**src/rtl/uart_sched_pkg.sv**
```systemverilog
// Shared types and constants for the UART transmit scheduler.
// The FSM state encoding, default timing values and a width helper live here.
package uart_sched_pkg;

    typedef enum logic [2:0] {
        S_IDLE,
        S_SEND,
        S_WAIT,
        S_GAP,
        S_DONE
    } state_t;

    localparam int unsigned DEF_TIMEOUT = 25000;
    localparam int unsigned DEF_GAP_CYC = 0;

    // Bits needed to hold 0..v-1; never less than 1 so a counter always exists.
    function automatic int unsigned clog2(input int unsigned v);
        int unsigned r;
        r = 0;
        for (int unsigned i = 0; i < 32; i++) begin
            if ((64'd1 << i) < 64'(v)) begin
                r = i + 1;
            end
        end
        return (r == 0) ? 1 : r;
    endfunction

endpackage

```
**src/rtl/uart_tx_sched_rr_arbiter.sv**
```systemverilog
// Combinational round-robin picker: first asserted request at or after ptr_i,
// wrapping around. The pointer register itself belongs to the caller.
module rr_arbiter #(
    parameter int unsigned NUM_REQ = 2,
    parameter int unsigned IDX_W   = 1
) (
    input  logic [NUM_REQ-1:0] req_i,
    input  logic [IDX_W-1:0]   ptr_i,
    output logic [NUM_REQ-1:0] gnt_o,
    output logic [IDX_W-1:0]   idx_o,
    output logic               any_o
);

    always_comb begin
        gnt_o = '0;
        idx_o = '0;
        any_o = 1'b0;
        // First pass covers ptr..N-1, second pass wraps to 0..ptr-1.
        for (int unsigned i = 0; i < NUM_REQ; i++) begin
            if (!any_o && ((req_i >> i) & NUM_REQ'(1)) != '0 && i >= 32'(ptr_i)) begin
                any_o = 1'b1;
                gnt_o = NUM_REQ'(1) << i;
                idx_o = IDX_W'(i);
            end
        end
        for (int unsigned i = 0; i < NUM_REQ; i++) begin
            if (!any_o && ((req_i >> i) & NUM_REQ'(1)) != '0) begin
                any_o = 1'b1;
                gnt_o = NUM_REQ'(1) << i;
                idx_o = IDX_W'(i);
            end
        end
    end

endmodule

```
**src/rtl/uart_tx_sched.sv**
```systemverilog
// Shares one UART byte transmitter between NUM_REQ message sources, round-robin,
// sending each granted message MSB-first with a per-byte tx_done watchdog.
module uart_tx_sched
    import uart_sched_pkg::*;
#(
    parameter int unsigned NUM_REQ   = 2,
    parameter int unsigned MSG_BYTES = 4,
    parameter int unsigned LEN_W     = 3,
    parameter int unsigned TIMEOUT   = DEF_TIMEOUT,
    parameter int unsigned GAP_CYC   = DEF_GAP_CYC
) (
    input  logic                           clk,
    input  logic                           rst,
    input  logic [NUM_REQ-1:0]             req_valid,
    input  logic [NUM_REQ*MSG_BYTES*8-1:0] req_data,
    input  logic [NUM_REQ*LEN_W-1:0]       req_len,
    output logic [NUM_REQ-1:0]             req_ack,
    output logic [NUM_REQ-1:0]             req_done,
    output logic                           req_err,
    output logic                           busy,
    output logic                           tx_en,
    output logic [7:0]                     tx_data,
    input  logic                           tx_done
);

    localparam int unsigned IDX_W    = clog2(NUM_REQ);
    localparam int unsigned MSG_W    = MSG_BYTES * 8;
    localparam int unsigned TMO_W    = clog2(TIMEOUT);
    localparam int unsigned GAP_W    = clog2(GAP_CYC + 1);
    localparam int unsigned GAP_LAST = (GAP_CYC > 0) ? GAP_CYC - 1 : 0;

    state_t               state_q, state_d;
    logic [IDX_W-1:0]     ptr_q, ptr_d;
    logic [IDX_W-1:0]     sel_q, sel_d;
    logic [MSG_W-1:0]     shadow_q, shadow_d;
    logic [LEN_W-1:0]     len_q, len_d;
    logic [LEN_W-1:0]     bidx_q, bidx_d;
    logic [TMO_W-1:0]     tmo_q, tmo_d;
    logic [GAP_W-1:0]     gap_q, gap_d;
    logic                 zero_q, zero_d;
    logic                 tmo_abort;

    logic [NUM_REQ-1:0]   ack_q, ack_d;
    logic [NUM_REQ-1:0]   done_q, done_d;
    logic                 err_q, err_d;
    logic                 busy_q, busy_d;
    logic                 tx_en_q, tx_en_d;
    logic [7:0]           tx_data_q, tx_data_d;

    logic [NUM_REQ-1:0]   g_onehot;
    logic [IDX_W-1:0]     g_idx;
    logic                 g_any;
    logic [MSG_W-1:0]     cap_data;
    logic [LEN_W-1:0]     raw_len;
    logic [LEN_W-1:0]     eff_len;

    rr_arbiter #(
        .NUM_REQ (NUM_REQ),
        .IDX_W   (IDX_W)
    ) u_arb (
        .req_i (req_valid),
        .ptr_i (ptr_q),
        .gnt_o (g_onehot),
        .idx_o (g_idx),
        .any_o (g_any)
    );

    function automatic logic [7:0] byte_at(input logic [MSG_W-1:0] d, input logic [LEN_W-1:0] k);
        logic [MSG_W-1:0] sh;
        sh = d << (32'(k) * 8);
        return sh[MSG_W-1 -: 8];
    endfunction

    always_comb begin
        cap_data = MSG_W'(req_data >> (32'(g_idx) * MSG_W));
        raw_len  = LEN_W'(req_len >> (32'(g_idx) * LEN_W));
        eff_len  = (32'(raw_len) > MSG_BYTES) ? LEN_W'(MSG_BYTES) : raw_len;
    end

    always_ff @(posedge clk) begin
        if (rst) begin
            state_q   <= S_IDLE;
            ptr_q     <= '0;
            sel_q     <= '0;
            shadow_q  <= '0;
            len_q     <= '0;
            bidx_q    <= '0;
            tmo_q     <= '0;
            gap_q     <= '0;
            zero_q    <= 1'b0;
            ack_q     <= '0;
            done_q    <= '0;
            err_q     <= 1'b0;
            busy_q    <= 1'b0;
            tx_en_q   <= 1'b0;
            tx_data_q <= '0;
        end else begin
            state_q   <= state_d;
            ptr_q     <= ptr_d;
            sel_q     <= sel_d;
            shadow_q  <= shadow_d;
            len_q     <= len_d;
            bidx_q    <= bidx_d;
            tmo_q     <= tmo_d;
            gap_q     <= gap_d;
            zero_q    <= zero_d;
            ack_q     <= ack_d;
            done_q    <= done_d;
            err_q     <= err_d;
            busy_q    <= busy_d;
            tx_en_q   <= tx_en_d;
            tx_data_q <= tx_data_d;
        end
    end

    always_comb begin
        state_d   = state_q;
        ptr_d     = ptr_q;
        sel_d     = sel_q;
        shadow_d  = shadow_q;
        len_d     = len_q;
        bidx_d    = bidx_q;
        tmo_d     = tmo_q;
        gap_d     = gap_q;
        zero_d    = zero_q;
        tmo_abort = 1'b0;
        unique case (state_q)
            S_IDLE: begin
                if (g_any) begin
                    sel_d    = g_idx;
                    shadow_d = cap_data;
                    len_d    = eff_len;
                    bidx_d   = '0;
                    if (eff_len == '0) begin
                        state_d = S_DONE;
                        zero_d  = 1'b1;
                    end else begin
                        state_d = S_SEND;
                    end
                end
            end
            S_SEND: begin
                tmo_d   = '0;
                state_d = S_WAIT;
            end
            S_WAIT: begin
                tmo_d = tmo_q + TMO_W'(1);
                if (tx_done) begin
                    if (32'(bidx_q) + 1 < 32'(len_q)) begin
                        bidx_d = bidx_q + LEN_W'(1);
                        gap_d  = '0;
                        state_d = (GAP_CYC == 0) ? S_SEND : S_GAP;
                    end else begin
                        state_d = S_DONE;
                    end
                end else if (tmo_q == TMO_W'(TIMEOUT - 1)) begin
                    state_d   = S_DONE;
                    tmo_abort = 1'b1;
                end
            end
            S_GAP: begin
                if (gap_q == GAP_W'(GAP_LAST)) begin
                    state_d = S_SEND;
                end else begin
                    gap_d = gap_q + GAP_W'(1);
                end
            end
            S_DONE: begin
                // A zero-length grant spends an extra DONE cycle so req_done trails req_ack.
                if (zero_q) begin
                    zero_d = 1'b0;
                end else begin
                    state_d = S_IDLE;
                    ptr_d   = (32'(sel_q) == NUM_REQ - 1) ? '0 : sel_q + IDX_W'(1);
                end
            end
            default: state_d = S_IDLE;
        endcase
    end

    always_comb begin
        ack_d     = '0;
        done_d    = '0;
        err_d     = tmo_abort;
        busy_d    = (state_d != S_IDLE);
        tx_en_d   = (state_d == S_SEND);
        tx_data_d = tx_data_q;
        if (state_q == S_IDLE && g_any) begin
            ack_d = g_onehot;
        end
        if ((state_q == S_WAIT && state_d == S_DONE) || (state_q == S_DONE && zero_q)) begin
            done_d = NUM_REQ'(1) << sel_q;
        end
        if (state_d == S_SEND) begin
            tx_data_d = byte_at(shadow_d, bidx_d);
        end
    end

    assign req_ack  = ack_q;
    assign req_done = done_q;
    assign req_err  = err_q;
    assign busy     = busy_q;
    assign tx_en    = tx_en_q;
    assign tx_data  = tx_data_q;

endmodule
```
**config.mk**
```make
export PLATFORM = sky130hd
export DESIGN_NAME = uart_tx_sched
export DESIGN_NICKNAME = d
export VERILOG_FILES = /design/src/rtl/uart_sched_pkg.sv /design/src/rtl/uart_tx_sched_rr_arbiter.sv /design/src/rtl/uart_tx_sched.sv
export SDC_FILE = /design/constraint.sdc
export NUM_CORES = 1
export LEC_CHECK = 0
export ABC_AREA = 1
export CELL_PAD_IN_SITES_DETAIL_PLACEMENT = 0
export CELL_PAD_IN_SITES_GLOBAL_PLACEMENT = 1
export CORE_MARGIN = 2
export CORE_UTILIZATION = 37
export DETAILED_ROUTE_END_ITERATION = 10
export GPL_TIMING_DRIVEN = 1
export HOLD_SLACK_MARGIN = 0.1
export PLACE_DENSITY = 0.87
export RECOVER_POWER = 25
export SLEW_MARGIN = 25
export SYNTH_ARGS = -nofsm -noshare
export SYNTH_HDL_FRONTEND = slang
export SYNTH_SLANG_ARGS = --single-unit
```
**constraint.sdc**
```tcl
create_clock -name clk -period 4.4 [get_ports clk]
set_clock_uncertainty 0.15 [all_clocks]
set_input_delay 0.44 -clock clk [delete_from_list [all_inputs] [get_ports clk]]
set_output_delay 0.44 -clock clk [all_outputs]
set_load 0.05 [all_outputs]
```
# Word level (Yosys, flattened, before mapping)

Cells that the tools add are included.

Eq/ne operators: 11
Reduce and logical (&&, ||, !) cells: 25
Multipliers: 1
Mux-type cells: 36
Shifts and indexed selects: 4
Bitwise logic cells: 4
Add/subtract/negate cells: 5
Order comparisons: 3

Operator list:

| cell                  | count |
|---|---|
| $mux 32               | 2 |
| $shr 64x6->32         | 1 |
| $mux 3                | 11 |
| $shl 32x6->32         | 1 |
| $pmux 15 s2           | 1 |
| $add 15x1->15 const B | 1 |
| $eq 15x15->1 const B  | 1 |
| $mux 1                | 15 |
| $pmux 3 s5            | 1 |
| $ne 2x2->1 const B    | 4 |
| $logic_and 1x1->1     | 7 |
| $eq 3x1->1 const B    | 2 |
| $eq 3x2->1 const B    | 2 |
| $eq 3x3->1 const B    | 2 |
| $logic_not 3->1       | 2 |
| $mux 2                | 3 |
| $pmux 3 s2            | 1 |
| $reduce_and 3->1      | 2 |
| $reduce_bool 2->1     | 3 |
| $reduce_or 3->1       | 2 |
| $shr 6x3->3           | 1 |
| $add 3x1->4 const B   | 1 |
| $lt 4x3->1            | 1 |
| $not 1->1             | 4 |
| other kinds (12)      | 18 |

Word-level logic and storage cells: 105
Output and inout port bits: 15
Bits in registers: 75
Input bits: 75

# Depth between registers and ports, before layout

Gate-level depths: netlist of the first run.

Depth after elaboration: 25
Depth in mapped cells: 16
Mapped depth without buffers: 15

# Modules after synthesis

From an unflattened synthesis of the first run, not the netlist that was laid out.

Cells, all modules: 531
Area total of the unflattened synthesis: 3,782.4 um^2

Modules (own cells, without submodules):

| module        | sequential area each (um^2) | cells an instance | times used | area each (um^2) |
|---|---|---|---|---|
| uart_tx_sched | 1,481.4                     | 524               | 1          | 3,748.6 |
| rr_arbiter    | 0.0                         | 7                 | 1          | 33.8 |

# Least setup slack after synthesis of the first run

Ideal clock, no wire load.

Path kind: register to register
Start point: register bidx_q[0]
End point: register tx_data_q[0] (netlist: tx_data[0])
Buffers on the path: 0
Period minus slack after synthesis: 2,252 ps
Slack: 2,148 ps
Arrival time: 1,970 ps
Cell stages (with the launch flop): 15
Setup time: 132 ps
Required time: 4,118 ps
Path through: dfxtp_1 -> ha_1 -> xnor2_1 -> inv_1 -> ha_1 -> nor2_1 -> nand2_1 -> inv_1 -> nand4_1 -> nand2_2 -> clkinv_1 -> nand3_1 -> nand2_1 -> nand2_1 -> a21oi_1

Longest elaborated chain between the ends: 6
Elaborated cells between the ends (all ways): 12
Classes of those cells: 2 x add/sub; 1 x order compare; 1 x eq/ne; 1 x shift; 7 x mux

Ends and longest elaborated chain:

| element                                            | RTL line                                  | source |
|---|---|---|
| from (decl)                                        | uart_tx_sched.sv:37                       | `logic [LEN_W-1:0] bidx_q, bidx_d;` |
| from (signal assigned)                             | uart_tx_sched.sv:103                      | `bidx_q <= bidx_d;` |
| $add 3x1->4                                        | uart_tx_sched.sv:149                      | `if (32'(bidx_q) + 1 < 32'(len_q)) begin` |
| $lt 4x3->1                                         | uart_tx_sched.sv:149                      |  |
| $mux 3                                             | uart_tx_sched.sv:149                      |  |
| $mux 3                                             | uart_tx_sched.sv:148                      | `if (tx_done) begin` |
| $pmux 3 s2 / $pmux 3 s5 (equally long branches)    | uart_tx_sched.sv:127                      | `unique case (state_q)` |
| $shl 32x6->32 / $eq 3x1->1 (equally long branches) | uart_tx_sched.sv:70, uart_tx_sched.sv:194 |  |
| to (signal assigned)                               | uart_tx_sched.sv:112                      | `tx_data_q <= tx_data_d;` |
| to (decl)                                          | uart_tx_sched.sv:48                       | `logic [7:0] tx_data_q, tx_data_d;` |

Several ways; a longest one is shown, not always the timed one.
A chain may end at the register's enable or synchronous reset.

# Worst setup path in the final report of the first run

Start point: input port req_valid[0]
End point: register tx_data_q[5] (netlist: tx_data[5])

Longest elaborated chain between the ends: 20
Elaborated cells between the ends (all ways): 29
Classes of those cells: 1 x mul; 1 x order compare; 1 x eq/ne; 3 x shift; 15 x mux; 8 x reduce/logical

Ends and longest elaborated chain:

| element           | RTL line                       | source |
|---|---|---|
| from (decl)       | uart_tx_sched.sv:14            | `input logic [NUM_REQ-1:0] req_valid,` |
| $logic_and 1x1->1 | uart_tx_sched_rr_arbiter.sv:20 | `if (!any_o && ((req_i >> i) & NUM_REQ'(1)) != '0 && i >= 32'(ptr_i)) begin` |
| $mux 1            | uart_tx_sched_rr_arbiter.sv:20 |  |
| $logic_not 1->1   | uart_tx_sched_rr_arbiter.sv:20 |  |
| $logic_and 1x1->1 | uart_tx_sched_rr_arbiter.sv:20 |  |
| $mux 1            | uart_tx_sched_rr_arbiter.sv:20 |  |
| $logic_not 1->1   | uart_tx_sched_rr_arbiter.sv:27 | `if (!any_o && ((req_i >> i) & NUM_REQ'(1)) != '0) begin` |
| $logic_and 1x1->1 | uart_tx_sched_rr_arbiter.sv:27 |  |
| $mux 1            | uart_tx_sched_rr_arbiter.sv:27 |  |
| [4 not listed]    | -                              |  |
| $shr 6x3->3       | uart_tx_sched.sv:76            | `raw_len = LEN_W'(req_len >> (32'(g_idx) * LEN_W));` |
| $gt 3x3->1        | uart_tx_sched.sv:77            | `eff_len = (32'(raw_len) > MSG_BYTES) ? LEN_W'(MSG_BYTES) : raw_len;` |
| $mux 3            | uart_tx_sched.sv:77            |  |
| $logic_not 3->1   | uart_tx_sched.sv:134           | `if (eff_len == '0) begin` |
| $mux 3            | uart_tx_sched.sv:134           |  |
| $mux 3            | uart_tx_sched.sv:129           | `if (g_any) begin` |
| $pmux 3 s5        | uart_tx_sched.sv:127           |  |
| $eq 3x1->1        | uart_tx_sched.sv:194           | `if (state_d == S_SEND) begin` |

Several ways; a longest one is shown, not always the timed one.

==> impl_metrics.toml, run 1 <==
[status]
status = "complete, no violations"

[synth]
synth_simple_gate_area_share_pct = 40.5
synthMuxAreaShare_pct = 0
yosysSeqAreaShare_pct = 39.9
syn_avg_cell_area_sq_um = 6.78
yosys_warnings = 0
ys_ff_latch = 74
synth_adder_area_share_pct = 1.35
yosys.area_share.xor_xnor_pct = 0.236
syn_inst = 548
yosysUniqueCellTypes = 38
syn_area_sq_um = 3720
synth-compound-area-share_pct = 10.9
synth_nets = 627
synth_top_family_by_area = "simple AND/OR/NAND/NOR gates"

[worst_hold_path]
hold_path.class = "flop to flop"

[routing]
ant_nets = 0
routedWlPerCell_um = 13.1
drt_iter0_markers = 210
dr.pass1.iters = 6
totalWireLength_mm = 10.0
vias = 3743
viasPerCell = 4.89
drc_errors = 0

[clocking]
htree_levels = 3
post_cts_buffers = 0
hold_buffers = 0
clockRootBuffer = "clkbuf_8"
cts_buffers = 9
cts_buffer_depth = 2
cts_resized = 0
clk_pin_slew_ns = 0.07
cts_sinks = 74
cts_tree = "done"
clk_latency_ns = 0.35

[sta]
slew_headroom_pct = 46.8
timing.fmax_ghz = 0.364
setup_violations = 0
setup_tns_ns = 0
min_period_over_period_pct = 62.5
fin_ws_ns = 1.65
min_period_ns = 2.75
rsz0062_at_grt = "false"
tightest_slew_ns = 0.796
drv_slew = 0
hold_viol = 0

[grt]
grt_pass1_vias = 3640
grt_max_degree = 66
grt_pass1_wl_mm = 16.9
grt_overflow = 0
grt.met1_usage_pct = 24.0
use_met3_pct = 3.32
antenna_found_initial = 0
use_met2_pct = 33.3
grt.total_usage_pct = 19.2
top_usage_layer = "met2"

[power_and_ir_drop]
power_density_nw_per_um2 = 369
leakage_nw = 2.02
ir_drop_mv = 0.165

[worst_setup_path]
end_kind = "flop"
r2r_end = "tx_data[3]"
cp.arrival_ns = 2.81
crit_path_end = "tx_data[5]"
worstPathMaxFanout = 34
startpoint = "req_valid[0]"
r2r_start = "bidx_q[0]"
crit_required_ns = 4.46
crit_type = "input port to flop"
reg2reg_setup_slack_ns = 1.72
r2r_cells = 14
start_kind = "input port"

[layout]
layout_commonest_cell = "nand2_1"
antennaDiodeCount = 0
final_cell_mix = "166 x nand2_1, 80 x clkdlybuf4s50_1, 74 x dfxtp_1"
drive_gt1_share_pct = 7.59
final_nets = 706
area_growth_pct = 30.4

[floorplan]
fp.dieArea_sq_um = 10900
rows = 36
initial_core_util_pct = 38.0
core_area_sq_um = 9770
dieWidth_um = 104
die_h_um = 104
io_pins = 90

[place]
hpwlAfterDp_mm = 7.41
io_buffers = 89
pre_cts_slack_ns = 1.34
gp_congestion = 0.833

[flow_run]
max-cap-violations = 0
==> worst max-delay path, cell delays in order <==
cell and delay (ns):
dlygate4sd3_1 0.60, inv_2 0.06, o21ai_2 0.18, buf_4 0.35, nand2_1 0.08, o21ai_0 0.11
nand3_1 0.18, a21oi_2 0.48, nor2_2 0.16, nand2_1 0.11, a21oi_1 0.06
==> Yosys cell counts <==
cell / instances / area share (%)
dfxtp_1: 74 / 40
nor4_4: 1 / 0.57
a31oi_1: 1 / 0.17
ha_1: 4 / 1.3
nor2_1: 56 / 5.7
buf_2: 10 / 1.3
a311oi_1: 1 / 0.24
nand2_1: 166 / 17
o21ai_2: 1 / 0.24
o31ai_1: 1 / 0.20
nor3_4: 1 / 0.44
nand3_1: 73 / 9.8
nor4_1: 2 / 0.34
o211ai_1: 1 / 0.20
and3_1: 1 / 0.17
a211oi_1: 5 / 1.0
nand2_2: 1 / 0.17
a31o_2: 1 / 0.24
o21ai_0: 28 / 3.8
or2_2: 16 / 2.7
nand4_1: 6 / 1.0
nand3_4: 2 / 0.94
buf_6: 1 / 0.30
a221oi_1: 3 / 0.71
a21oi_1: 21 / 2.8
inv_1: 36 / 3.6
inv_2: 4 / 0.40
a22oi_1: 2 / 0.40
a21boi_2: 1 / 0.30
nand4_4: 1 / 0.57
clkbuf_1: 14 / 1.4
nor2_2: 2 / 0.34
a21oi_2: 1 / 0.24
o22ai_1: 2 / 0.34
nor3_1: 5 / 0.67
xnor2_1: 1 / 0.24
clkinv_1: 1 / 0.10
nand2_4: 1 / 0.30
==> area by class of cell <==
cell class	instances	area (sq um)
tap	133	166
sequential	74	1480
inverter	41	154
clock buffer	13	149
multi-input combinational	408	1960
fill	1034	4930
clock inverter	3	15.0
timing repair buffer	93	916
==> how the worst min path moves through the flow <==
stage,end,depth (start not counted),startpoint
6_report,req_done[0],1,sel_q
5_1_grt,req_done[0],1,sel_q
4_1_cts,req_done[0],1,sel_q
3_5_place_dp,req_done[0],1,sel_q
2_1_floorplan,req_done[0],1,sel_q
3_3_place_gp,req_done[0],1,sel_q
==> registers in the layout, indices dropped and copies added (netlist names), 2 cells and up <==
name,cells
req_done,2
shadow_q,32
req_ack,2
state_q,3
tmo_q,15
bidx_q,3
tx_data,8
len_q,3
==> power by group <==
group          switching, mW  leakage, nW  internal [mW]
Sequential            0.0299        0.608          0.746
Clock                  0.246       0.0872          0.218
Combinational          0.334         1.32          0.217
Total                  0.609         2.02           1.18
==> cell families after synthesis <==
family,count (synthesis)
AND/OR/NAND/NOR,334
flip-flops,74
AO/OA/AOI/OAI,69
buffers and inverters,66
adder cells (fa/ha/maj),4
XOR/XNOR,1
==> stage by stage <==
step / util [%] / std cells / instance area (sq um) / power [mW] / hold WS, ns
global placement: 48.0 / 749 / 4690 / 1.34 / 0.302
finish: 49.6 / 765 / 4850 / 1.79 / 0.314
CTS: 49.7 / 765 / 4850 / 1.81 / 0.316
global route: 49.6 / 765 / 4850 / 1.91 / 0.340
detailed placement: 48.0 / 749 / 4690 / 1.35 / 0.298
floorplan: - / 548 / 3720 / 1.16 / 0.263
==> layer usage <==
metal / routed length (um) / share of wire, % / vias up
met2: 4900 / 49 / 76
met4: 162 / 1.6 / 0
met3: 431 / 4.3 / 13
met5: 0 / 0 / -
met1: 4520 / 45 / 1699
li1: - / - / 1955
(Power assumes the default switching activity.)
==> inputs of run 2 (changes only) <==
CORE_UTILIZATION = 31   (was 37)
PLACE_DENSITY = 0.78   (was 0.87)
clock period = 2.39 ns   (was 4.4 ns; I/O delays follow)
==> run 2 against run 1 <==
Effect of this change:
- wire length grew 11%
- final cell count grew 5.0%
- first-iteration DRC count shrank 23%
- critical path depth grew 4
- die area grew 19%
- clock power grew to 3.4 times the previous value
- critical path type is now flop to flop
- total power grew 130%
- via count grew 4.7%
- highest routed layer unchanged
- critical endpoint is now tx_data[1]
- utilization shrank 2.7 points
- final area grew 12%
- register-to-register slack lost 1.6 ns
- setup slack lost 1.6 ns
==> impl_metrics.toml, run 2 (same netlist as run 1, synthesis figures left out) <==
[routing]
ant_nets = 0
drc_errors = 0
totalWireLength_mm = 11.1
routedWlPerCell_um = 13.9
dr.pass1.iters = 4
viasPerCell = 4.88
vias = 3918
drt_iter0_markers = 161

[clocking]
hold_buffers = 0
cts_sinks = 74
cts_buffer_depth = 2
clk_pin_slew_ns = 0.06
clk_latency_ns = 0.34
htree_levels = 3
cts_tree = "done"
cts_buffers = 9
clockRootBuffer = "clkbuf_16"

[sta]
min_period_ns = 2.31
min_period_over_period_pct = 96.6
tightest_slew_ns = 0.508
setup_violations = 0
timing.fmax_ghz = 0.433
drv_slew = 0
hold_viol = 0
whs_ns = 0.187
fin_ws_ns = 0.0805
slew_headroom_pct = 66.1

[floorplan]
fp.dieArea_sq_um = 12900
dieWidth_um = 113
die_h_um = 113
rows = 39
core_area_sq_um = 11600
initial_core_util_pct = 32.1
io_pins = 90

[layout]
top_register = "shadow_q"
final_cell_area_sq_um = 5420
drive_gt1_share_pct = 14.5
final_nets = 735
final_cell_mix = "165 x nand2_1, 88 x clkdlybuf4s50_1, 72 x dfxtp_1"
fin_util_pct = 46.9
layout_commonest_cell = "nand2_1"
area_growth_pct = 45.8
antennaDiodeCount = 0
n_fill_cell = 1138
final_cells = 803
largest_reg_flops = 32

[grt]
grt_pass1_wl_mm = 17.9
top_usage_layer = "met2"
use_met2_pct = 31.0
grt_pass1_vias = 3800
grt.met1_usage_pct = 21.3
grt_overflow = 0
use_met3_pct = 3.83
antenna_found_initial = 0
grt.total_usage_pct = 17.5
grt_max_degree = 46

[place]
io_buffers = 89
hpwlAfterDp_mm = 8.10
dp_cells = 784
place_area_sq_um = 4930
pre_cts_slack_ns = 0.0103
gp_congestion = 0.845

[worst_setup_path]
start_kind = "flop"
crit_type = "flop to flop"
crit_path_end = "tx_data[1]"
r2r_end = "tx_data[1]"
worstPathMaxFanout = 8
startpoint = "bidx_q[0]"
end_kind = "flop"
crit_chain = "ha_4 -> xnor2_2 -> inv_1 -> ha_1 -> nor2_1 -> nand2_1 -> inv_2 -> buf_6 -> nand4_4 -> clkbuf_16 -> nand3_1 -> nand3_1 -> nand2_1 -> nand2_1 -> a21oi_2"
cp.depth = 15
r2r_cells = 15
critical-path-top-delay-family = "simple AND/OR/NAND/NOR gates"
max_stage_delay_ns = 0.33
worstPathBufferInverterCount = 4
cpMostUsedCell = "nand2_1"
cp.arrival_ns = 2.43
slowest_stage = "dfxtp_2"
r2r_start = "bidx_q[0]"
crit_required_ns = 2.51
reg2reg_setup_slack_ns = 0.08

[flow_run]
max-cap-violations = 0

[status]
status = "complete, no violations"

[power_and_ir_drop]
ir_drop_mv = 0.376
leakage_nw = 2.25
power_density_nw_per_um2 = 765

[worst_hold_path]
hold_path.class = "input port to flop"
-- run 2: cell count changes in the layout (fill, tap and decap cells not counted), moves of 8 or more --
cell	previous run	this run
buf_4	4	23
clkbuf_16	0	10
clkbuf_8	10	1
clkdlybuf4s50_1	80	88
dlygate4sd3_1	8	0
-- run 2: area by class of cell --
class | instances | area [sq um] | share of cell area (%)
flip-flops and latches | 74 | 1480 | 27.4
repair inverters | 1 | 7.51 | 0.139
repair buffers | 121 | 1200 | 22.2
clock inverters | 5 | 103 | 1.89
multi-input cells | 408 | 2050 | 37.8
well taps | 143 | 179 | 3.30
clock buffers | 10 | 239 | 4.41
inverters | 41 | 158 | 2.91
-- run 2: power breakdown --
group,switching (mW),total (mW),internal (mW),leakage [nW]
clock,0.523,1.56,1.04,0.165
sequential,0.0589,1.43,1.37,0.609
combinational,0.651,1.15,0.498,1.47
-- run 2: timing repair --
action,4_1_cts,5_1_grt
gates cloned,0,2
pin swaps,0,6
resized for setup,1,25
endpoints found under the setup margin,1,9
buffers inserted,0,2
-- run 2: worst min-delay path by stage --
stage,start,end,slack (ns),cells past startpoint
after detailed placement,sel_q,req_done[0],0.29,1
after global placement,sel_q,req_done[0],0.30,1
after floorplan,tx_done,req_err,0.17,1
after CTS,rst,bidx_q[2],0.18,2
after global routing,rst,bidx_q[2],0.19,2
final,rst,bidx_q[2],0.19,2
-- run 2: metrics by stage --
stage	power, mW	TNS, ns
after CTS	4.15	0
after floorplan	2.14	0
after detailed placement	2.58	0
after global placement	2.57	0
after global routing	4.36	-0.114
final	4.15	0
-- run 2: layer usage --
layer | up-vias | share of wire [%]
met4 | 0 | 1.1
met2 | 86 | 50
met5 | - | 0
met3 | 14 | 3.9
li1 | 2010 | -
met1 | 1808 | 45
-- run 2: worst reg2reg max path, cell delays in order, from the launching register on --
cell       delay, ns
dfxtp_2         0.33
ha_4            0.16
xnor2_2         0.17
inv_1           0.06
ha_1            0.17
nor2_1          0.09
nand2_1         0.07
inv_2           0.06
buf_6           0.11
nand4_4         0.19
clkbuf_16       0.25
nand3_1         0.08
nand3_1         0.09
nand2_1         0.08
nand2_1         0.07
a21oi_2         0.12
==> inputs of run 3 (changes only) <==
CTS_CLUSTER_SIZE = 12   (was unset)
SLEW_MARGIN = unset   (was 25)
==> results of run 3 <==
The final DEF is identical to that of run 2; final timing and power are the same.
